==> config.mk <==
export PLATFORM = sky130hd
export DESIGN_NAME = microcode_sequencer
export DESIGN_NICKNAME = d
export VERILOG_FILES = /design/src/rtl/microcode_sequencer.sv
export SDC_FILE = /design/constraint.sdc
export NUM_CORES = 1
export LEC_CHECK = 0
export ABC_AREA = 1
export CAP_MARGIN = 25
export CORE_ASPECT_RATIO = 1.75
export CORE_MARGIN = 8
export CORE_UTILIZATION = 51
export DETAILED_ROUTE_END_ITERATION = 8
export PLACE_DENSITY = 0.79
export SYNTH_ARGS = -nofsm -noshare
export SYNTH_HDL_FRONTEND = slang
export SYNTH_SLANG_ARGS = --single-unit
==> constraint.sdc <==
create_clock -name clk -period 2.4 [get_ports clk]
set_input_delay 0.72 -clock clk [delete_from_list [all_inputs] [get_ports clk]]
set_output_delay 0.72 -clock clk [all_outputs]
set_load 0.005 [all_outputs]
==> src/rtl/microcode_sequencer.sv <==
// Next-address controller for a microcode store: linear step, jumps, conditional
// branches, computed switch jumps and subroutine call/return via a return stack.
module microcode_sequencer #(
  parameter int NUM_ADDRESS_LINES = 5,
  parameter int NUM_VARSEL_BITS   = 3,
  parameter int NUM_TIMERS        = 1,
  parameter int SWITCH_WIDTH      = 3,
  parameter int STACK_DEPTH       = 4,
  parameter int START_ADDR        = 0,
  localparam int NUM_VARS = 2**NUM_VARSEL_BITS,
  localparam int DEPTH_W  = $clog2(STACK_DEPTH + 1)
) (
  input  logic                         clk,
  input  logic                         rst,
  input  logic                         start,
  input  logic                         halt_req,
  input  logic                         ready,
  input  logic [NUM_ADDRESS_LINES-1:0] jadr,
  input  logic [NUM_VARSEL_BITS-1:0]   varSel,
  input  logic                         var_or_timer,
  input  logic                         branch,
  input  logic                         forced_jmp,
  input  logic                         sub,
  input  logic                         rtn,
  input  logic                         switch_active,
  input  logic [NUM_VARS-1:0]          vars,
  input  logic [NUM_TIMERS-1:0]        timer_done,
  input  logic [SWITCH_WIDTH-1:0]      switch_data,
  output logic [NUM_ADDRESS_LINES-1:0] address,
  output logic                         busy,
  output logic                         fault,
  output logic [DEPTH_W-1:0]           stack_depth
);

  localparam int AW    = NUM_ADDRESS_LINES;
  localparam int PTR_W = (STACK_DEPTH > 1) ? $clog2(STACK_DEPTH) : 1;
  localparam logic [AW-1:0]      START = AW'(START_ADDR);
  localparam logic [DEPTH_W-1:0] FULL  = DEPTH_W'(STACK_DEPTH);

  typedef enum logic [1:0] {IDLE, RUN, FLT} state_t;

  state_t              state, state_next;
  logic [AW-1:0]       addr_next;
  logic [DEPTH_W-1:0]  depth_next;
  logic                push;
  logic                cond;
  logic [AW-1:0]       stack_mem [STACK_DEPTH];
  logic [PTR_W-1:0]    top_idx, push_idx;
  logic [AW-1:0]       addr_inc;

  assign top_idx  = PTR_W'(stack_depth - 1'b1);
  assign push_idx = PTR_W'(stack_depth);
  assign addr_inc = address + 1'b1;

  always_ff @(posedge clk or negedge rst) begin
    if (!rst) begin
      state       <= IDLE;
      address     <= START;
      stack_depth <= '0;
    end else begin
      state       <= state_next;
      address     <= addr_next;
      stack_depth <= depth_next;
    end
  end

  // Stack contents need no reset; only stack_depth qualifies them.
  always_ff @(posedge clk) begin
    if (push) stack_mem[push_idx] <= addr_inc;
  end

  // Timer selects beyond NUM_TIMERS read as a false condition.
  always_comb begin
    cond = 1'b0;
    if (var_or_timer) begin
      for (int unsigned t = 0; t < NUM_TIMERS; t++)
        if (32'(varSel) == t) cond = timer_done[t];
    end else begin
      cond = vars[varSel];
    end
  end

  always_comb begin
    state_next = state;
    addr_next  = address;
    depth_next = stack_depth;
    push       = 1'b0;
    unique case (state)
      IDLE, FLT: begin
        if (start && ready) begin
          state_next = RUN;
          addr_next  = START;
          depth_next = '0;
        end
      end
      RUN: begin
        if (halt_req) begin
          state_next = IDLE;
        end else if (!ready) begin
          state_next = IDLE;
          addr_next  = START;
        end else if (rtn) begin
          if (stack_depth == '0) begin
            state_next = FLT;
          end else begin
            addr_next  = stack_mem[top_idx];
            depth_next = stack_depth - 1'b1;
          end
        end else if (sub) begin
          if (stack_depth == FULL) begin
            state_next = FLT;
          end else begin
            push       = 1'b1;
            addr_next  = jadr;
            depth_next = stack_depth + 1'b1;
          end
        end else if (forced_jmp) begin
          addr_next = jadr;
        end else if (branch) begin
          addr_next = cond ? jadr : addr_inc;
        end else if (switch_active) begin
          addr_next = jadr + AW'(switch_data);
        end else begin
          addr_next = addr_inc;
        end
      end
      default: state_next = IDLE;
    endcase
  end

  always_comb begin
    busy  = (state == RUN);
    fault = (state == FLT);
  end

endmodule

# Yosys cells after proc, flatten, opt, wreduce, memory -nomap -nowiden

Memory sizes are Yosys's and may differ from the RTL's.
Index checks and enable logic that the tools add are counted.

Add/subtract/negate cells: 4
Order comparisons: 1
Equal/unequal tests: 14
Multiplexer cells: 40
Reductions and logical operators: 9

Operators by type and width:

| cell                                                                     | count |
|---|---|
| 5-bit two-way mux                                                        | 11 |
| 3-bit two-way mux                                                        | 7 |
| 2-bit two-way mux                                                        | 7 |
| 1-bit two-way mux                                                        | 11 |
| 5-bit by 4-bit inequality test with 1-bit output (second input constant) | 2 |
| 5-bit inequality test (second input constant)                            | 2 |
| 5-bit case mux with 2 select lines                                       | 1 |
| 3-bit inequality test (second input constant)                            | 3 |
| 7-bit AND reduction                                                      | 1 |
| 3-bit zero test                                                          | 2 |
| 2-bit inequality test (second input constant)                            | 3 |
| 3-bit case mux with 2 select lines                                       | 1 |
| 5-bit by 1-bit adder with 5-bit output (second input constant)           | 1 |
| 5-bit by 3-bit adder with 5-bit output                                   | 1 |
| 5-bit AND reduction                                                      | 1 |
| 3-bit by 4-bit < comparator with 1-bit output (second input constant)    | 1 |
| 4-bit inequality test (second input constant)                            | 1 |
| 2-bit case mux with 2 select lines                                       | 1 |
| 4-bit AND reduction                                                      | 1 |
| 3-bit by 1-bit adder with 3-bit output (second input constant)           | 1 |
| 1-bit binary-select mux with 3-bit select                                | 1 |
| 3-bit == test (second input constant)                                    | 1 |
| 3-bit by 1-bit subtractor with 3-bit output (second input constant)      | 1 |
| 2-bit by 1-bit == test with 1-bit output (second input constant)         | 1 |
| other kinds (5)                                                          | 5 |

Bits in registers: 10
RAM bits: 20
Input bits: 31
Output and inout bits: 10
Word-level logic and storage cells: 72
Memories: 1

Memories:

| memory    | words | bits a word | read ports | clocked after memory_dff | wr ports | line | source |
|---|---|---|---|---|---|---|---|
| stack_mem | 4     | 5           | 1          | 0                        | 1        | 47   | `logic [AW-1:0] stack_mem [STACK_DEPTH];` |

# Logic depth before layout (Yosys ltp)

Gate-level depths: netlist (run 1).

Depth in word-level cells: 11
Mapped depth: 13
Gate-level depth less buffers: 13

# Worst setup path before layout (run 1)

No wires, ideal clock.

Path kind: in2reg
From: input jadr[0]
To: register address[4]
Library setup time: 0.065 ns
Arrival time: 1.951 ns
Required time: 2.335 ns
Slack: 0.384 ns
Cell stages on the path: 13
Buffers on the path: 0
Path through: ha_1 -> inv_1 -> fa_1 -> inv_1 -> nand3_1 -> nand2_1 -> xor2_1 -> nand2_1 -> a31oi_1 -> nand2_1 -> nand2_1 -> nand2_1 -> nand2_1

Cells in the longest elaborated chain, start to end: 9

Ends and longest elaborated chain:

| what                                   | line | source |
|---|---|---|
| from (decl)                            | 18   | `input logic [NUM_ADDRESS_LINES-1:0] jadr,` |
| 5-bit by 3-bit adder with 5-bit output | 122  | `addr_next = jadr + AW'(switch_data);` |
| 5-bit two-way mux                      | 121  | `end else if (switch_active) begin` |
| 5-bit two-way mux                      | 119  | `end else if (branch) begin` |
| 5-bit two-way mux                      | 117  | `end else if (forced_jmp) begin` |
| 5-bit two-way mux                      | 109  | `end else if (sub) begin` |
| 5-bit two-way mux                      | 102  | `end else if (rtn) begin` |
| 5-bit two-way mux                      | 99   | `end else if (!ready) begin` |
| 5-bit two-way mux                      | 97   | `if (halt_req) begin` |
| 5-bit case mux with 2 select lines     | 88   | `unique case (state)` |
| to (signal assigned)                   | 62   | `address <= addr_next;` |
| to (decl)                              | 29   | `output logic [NUM_ADDRESS_LINES-1:0] address,` |

Every way passes these cells. The select of a mux whose other input is x is not followed.
A chain may end at the register's enable or synchronous reset.

# Worst setup path after layout (run 1)

From: input jadr[1]
To: register address[4]

The elaborated chain is that of the path after synthesis.

==> results.cfg, run 1 <==
[worst_setup_path]
cp.buffers_inverters = 3
worstPathMaxFanout = 2
slowest_delay_ns = 0.47
worstPathCellList = clkdlybuf4s50_1 > inv_1 > fa_2 > inv_2 > nand3_2 > nand2_2 > xor2_1 > nand2_1 > a31oi_1 > nand2_1 > nand2_1 > nand2_1 > nand2_1
critical_path.reg2reg.startpoint = stack_depth[1]
regToRegSetupSlack_ns = 0.64
critical-path-top-cell-by-count = nand2_1
timing.rr.end = address[3]
rr_worst_depth = 10
cp-end-kind = flip-flop
cp_data_required_time_ns = 2.62
path_class = in2reg
worst-path-stages = 13
crit_path_launch_type = input port
crit_path_top_delay_cell = clkdlybuf4s50_1
critical-path-top-delay-family = buffers and inverters
timing.critical_path.arrival_ns = 2.42

[global_route]
global_route.overflow_total = 0
first_pass_grt_wire_length_um = 8760
globalRouteTotalUtil = 0.170
grt_pass1_vias = 2006
grt_start_max_net_pins = 15
grt_antenna_before_repair = 0

[cts]
worst_setup_hold_path_clk_slew_ns = 0.06
tritoncts.num_buffers = 5
cts_max_level = 2
clock_insertion_delay_worst_skew_ns = 0.28
cts.sink_count = 30
maximum_buffer_depth_of_the_clock_tree = 2
root_buffer = clkbuf_8
cts_hold_buf = 0
cts_tree = built

[placed_design]
postPlaceCellArea_um2 = 2540
dp_hpwl_um = 3960
pre_cts_slack_ns = -0.235
finalWeightedCongestion = 0.836
numPortBuffers = 40

[drt]
wl_met1_um = 1880
initialDrtViolationCount = 57
num_vias = 1894
route.final.wire_length_um = 4910
dr_wl_met2_um = 2610
detailedRoute.firstPassIterationCount = 4
post_drt_via_cell_ratio = 5.26
number_of_antenna_violating_nets_in_the_routed_design = 0
routed-wl-met3_um = 239
drcViolationCount = 0
route.top_layer_used = met4
detail_route.wl_per_cell_um = 13.6

[logic_synthesis]
post_synth_instance_area_um2 = 2000
number_of_standard_cells_after_synthesis = 254
post_synthesis_register_bit_count = 30
yosys_warnings = 0
largest_cells_by_area_after_synthesis = edfxtp_1, dfrtp_1, nand2_1, nand3_1, ha_1
post_synth.cell_area_avg_um2 = 7.89
mappedNetlistNets = 295
post_synth_num_cell_types = 30
yosysTopAreaCell = edfxtp_1
synth_seq_area_share = 0.424
yosysTopAreaCellShare = 0.300

[final_layout]
area_growth_syn_to_layout_pct = 32.4
mostFrequentLayoutCells = nand2_1, clkdlybuf4s50_1, inv_1
layout.nets = 352
antenna-diode-count = 0
multi_input_comb_area_um2 = 1030
final_area_um2 = 2650
nFillCells = 342
final_common_cell = nand2_1
area_occupied_by_registers_um2 = 851
final_core_util = 0.693
post_route_cells_drive_above_1_share = 0.147

[hold_path]
hold_depth = 1
holdCritPathClass = reg2reg
holdPathEnd = stack_depth[2]
worst_hold_startpoint = stack_depth[2]

[floorplan]
floorplan.die_area_um2 = 6270
die_h_um = 98.9
core.rowCount = 30
core_area_um2 = 3830
ios = 41
die_width_um = 63.4
initial_core_util = 0.524

[timing]
setup_viol_count_final = 0
share_of_the_cycle_needed_by_the_critical_path_after_routing = 0.917
max_fclk_mhz = 454
hold_ws_ns = 0.556
worst_rel_slew_slack = 0.628
final-hold-violation-count = 0
worst-slew-pin-transition_ns = 0.554
unrepaired_setup_endpoints_after_global_routing = no
finalClockSkew_ns = 0.00456
setup_ws_ns = 0.199
final_period_minus_worst_setup_slack_ns = 2.20
report.final.slew_viol_count = 0

[power]
max-vdd-ir-drop_v = 0.000495
leakage_nw = 1.18
power.density_nw_per_um2 = 766

[run_status]
outcome = finished, final reports clean

[flow_run]
maxCapViolations = 0
state kept, by name (all words and copies together) (netlist names):
signal and cells:
address 5, stack_depth 3, stack_mem 20, state 2
cell usage after synthesis, drive strengths merged:
master	instances
a21oi	20
a31oi	3
buf	1
clkbuf	3
clkinv	1
dfrtp	10
edfxtp	20
fa	1
ha	9
inv	32
nand2	65
nand3	25
nand3b	4
nand4	1
nor2	29
nor3	3
o2111ai	1
o211ai	2
o21ai	15
or2	5
xnor2	2
xor2	2
power by group:
group	switching (mW)	internal, mW
logic	0.497	0.385
clock network	0.182	0.200
registers	0.0906	0.679
layer usage:
metal  global-route usage  up-vias
li1                     -      955
met1                0.169      855
met2                0.302       69
met3               0.0443       15
met4                0.107        0
met5                    0        -
per-stage QoR:
stage               setup TNS (ns)  std cells  total power [mW]
detailed placement          -0.478        350              1.65
global placement            -0.366        350              1.63
CTS                              0        358              2.04
finish                           0        360              2.03
global route                     0        360              2.19
floorplan                        0        254              1.28
worst max path at each step:
stage | start | to | slack (ns)
floorplan | jadr[0] | address[4] | 0.38
global placement | jadr[0] | address[4] | -0.19
detailed placement | jadr[0] | address[4] | -0.23
CTS | jadr[0] | address[4] | 0.05
global route | jadr[1] | address[4] | 0.02
finish | jadr[1] | address[4] | 0.20
area by class of cell:
cell class	count	share of cell area
Clock inverter	2	0.00377
Clock buffer	6	0.0273
Tap cell	48	0.0226
Timing Repair Buffer	54	0.192
Inverter	33	0.0467
Multi-Input combinational cell	187	0.387
Sequential cell	30	0.321
cell families after synthesis:
kind of cell / count (synthesis) / share of synthesized area
and+or+nand+nor: 132 / 0.310
AOI/OAI and AO/OA: 41 / 0.112
buffers and inverters: 37 / 0.0699
DFF: 30 / 0.424
adders and majority gates: 10 / 0.0662
xor gates and xnor gates: 4 / 0.0175
repair_timing:
item / in CTS / in global routing
resized for setup: 0 / 8
endpoints found under the setup margin: 0 / 2
setup buffers: 0 / 2
hold endpoints to repair: 0 / 0
No activity file was read; power rests on OpenSTA's default activity.
==> run 2: changes to the inputs <==
- CORE_UTILIZATION: 51 -> 55
- PLACE_DENSITY: 0.79 -> 0.85
- REMOVE_ABC_BUFFERS: default -> 1
- clock period: 2.4 -> 2.7 ns (I/O delays scaled with it)
==> results.cfg, run 2 (same netlist as run 1, synthesis figures left out) <==
[run_status]
outcome = finished, final reports clean

[final_layout]
largest_register_ff_count = 20
area_occupied_by_registers_um2 = 851
final_common_cell = nand2_1
area_growth_syn_to_layout_pct = 31.2
final_area_um2 = 2630
final_cells = 354
top_register = stack_mem
final_core_util = 0.740
nFillCells = 289
multi_input_comb_area_um2 = 1010
top_regs = stack_mem (20), address (5), stack_depth (3)
antenna-diode-count = 0
layout.nets = 348
post_route_cells_drive_above_1_share = 0.123
mostFrequentLayoutCells = nand2_1, clkdlybuf4s50_1, inv_1

[timing]
final_period_minus_worst_setup_slack_ns = 2.54
max_fclk_mhz = 394
worst_rel_slew_slack = 0.622
finalClockSkew_ns = 0.00479
report.final.slew_viol_count = 0
worst-slew-pin-transition_ns = 0.564
share_of_the_cycle_needed_by_the_critical_path_after_routing = 0.940
setup_viol_count_final = 0
setup_ws_ns = 0.163
unrepaired_setup_endpoints_after_global_routing = no
final-hold-violation-count = 0

[flow_run]
maxCapViolations = 0

[hold_path]
worst_hold_startpoint = stack_depth[2]
hold_depth = 1
holdCritPathClass = reg2reg
holdPathEnd = stack_depth[2]

[drt]
initialDrtViolationCount = 59
dr_wl_met2_um = 2920
routed-wl-met3_um = 217
drcViolationCount = 0
wl_met1_um = 1780
route.top_layer_used = met4
detailedRoute.firstPassIterationCount = 4
route.final.wire_length_um = 5120
post_drt_via_cell_ratio = 5.43
detail_route.wl_per_cell_um = 14.5
number_of_antenna_violating_nets_in_the_routed_design = 0
num_vias = 1921

[placed_design]
numPortBuffers = 40
dp_hpwl_um = 4060
finalWeightedCongestion = 0.902
post-place-cells = 346
postPlaceCellArea_um2 = 2520
pre_cts_slack_ns = -0.104

[worst_setup_path]
rr_worst_depth = 6
timing.rr.end = stack_mem[0][3]
slowest_delay_ns = 0.52
path_class = in2reg
crit_path_launch_type = input port
critical_path.reg2reg.startpoint = stack_depth[0]
crit_path_top_delay_cell = clkdlybuf4s50_1
worstPathMaxFanout = 3
regToRegSetupSlack_ns = 0.83
cp-end-kind = flip-flop
worstPathCellList = clkdlybuf4s50_1 > ha_1 > inv_1 > fa_1 > inv_2 > nand3_1 > nand2_1 > xor2_1 > nand2_1 > a31oi_1 > nand2_1 > nand2_1 > nand2_1 > nand2_1
critical-path-top-cell-by-count = nand2_1
timing.critical_path.arrival_ns = 2.76
cp_data_required_time_ns = 2.92

[cts]
tritoncts.num_buffers = 5
maximum_buffer_depth_of_the_clock_tree = 2
cts.sink_count = 30
worst_setup_hold_path_clk_slew_ns = 0.06
post-cts-setup-buffers = 0
root_buffer = clkbuf_8
clock_insertion_delay_worst_skew_ns = 0.28
cts_hold_buf = 0
cts_tree = built
cts_max_level = 2

[power]
max-vdd-ir-drop_v = 0.000406
leakage_nw = 1.16
power.density_nw_per_um2 = 725

[global_route]
global_route.overflow_total = 0
grt_pass1_vias = 2030
grt_antenna_before_repair = 0
first_pass_grt_wire_length_um = 8960
globalRouteTotalUtil = 0.200
grt_start_max_net_pins = 15

[floorplan]
core.rowCount = 29
floorplan.die_area_um2 = 5910
core_area_um2 = 3560
ios = 41
die_h_um = 95.9
initial_core_util = 0.564
die_width_um = 61.6
[run 2: changes by cell type in the layout (fill, tap and decap cells not counted), sizes merged]
cell,before,now
buf,14,10
dlymetal6s2s,2,0
bufinv,0,1
clkbuf,6,5
clkdlybuf4s50,38,40
[run 2: what timing repair did]
item / in CTS / in global routing
endpoints found under the hold margin: 0 / 0
gates resized for setup: 0 / 1
setup endpoints to repair: 0 / 1
[run 2: worst max-delay path: cells and delay by family]
| family | cells | cell delay (ns) |
|---|---|---|
| buffers and inverters | 3 | 0.65 |
| adders and majority gates | 2 | 0.58 |
| and+or+nand+nor | 7 | 0.42 |
| xor gates and xnor gates | 1 | 0.16 |
| AOI/OAI and AO/OA | 1 | 0.14 |
[run 2: routing by layer]
| layer | global-route usage | up-vias |
|---|---|---|
| met3 | 0.0388 | 17 |
| met5 | 0 | - |
| met1 | 0.191 | 888 |
| met2 | 0.371 | 65 |
| met4 | 0.119 | 0 |
| li1 | - | 951 |
[run 2: per-stage QoR]
stage | TNS (ns) | hold WS, ns | power, mW
floorplan | 0 | 0.513 | 1.12
global placement | -0.000411 | 0.532 | 1.44
detailed placement | -0.104 | 0.542 | 1.47
CTS | 0 | 0.562 | 1.91
global route | 0 | 0.575 | 2.03
finish | 0 | 0.563 | 1.91
[run 2: area by class of cell]
cell class,instances,area share
Sequential cell,30,0.324
Inverter,33,0.0471
Multi-Input combinational cell,187,0.385
Clock inverter,3,0.0152
Clock buffer,5,0.0262
Tap cell,46,0.0219
Timing Repair Buffer,50,0.181
[run 2: worst max path at each step]
stage,from,end,depth (start not counted)
floorplan,jadr[0],address[4],13
global placement,jadr[0],address[4],14
detailed placement,jadr[0],address[4],14
CTS,jadr[0],address[4],14
global route,jadr[0],address[4],14
finish,jadr[0],address[4],14
[run 2: power by group]
group	leakage (nW)	switching [mW]	total [mW]	internal [mW]
registers	0.309	0.0831	0.687	0.603
clock network	0.0579	0.170	0.441	0.271
logic	0.792	0.442	0.779	0.337
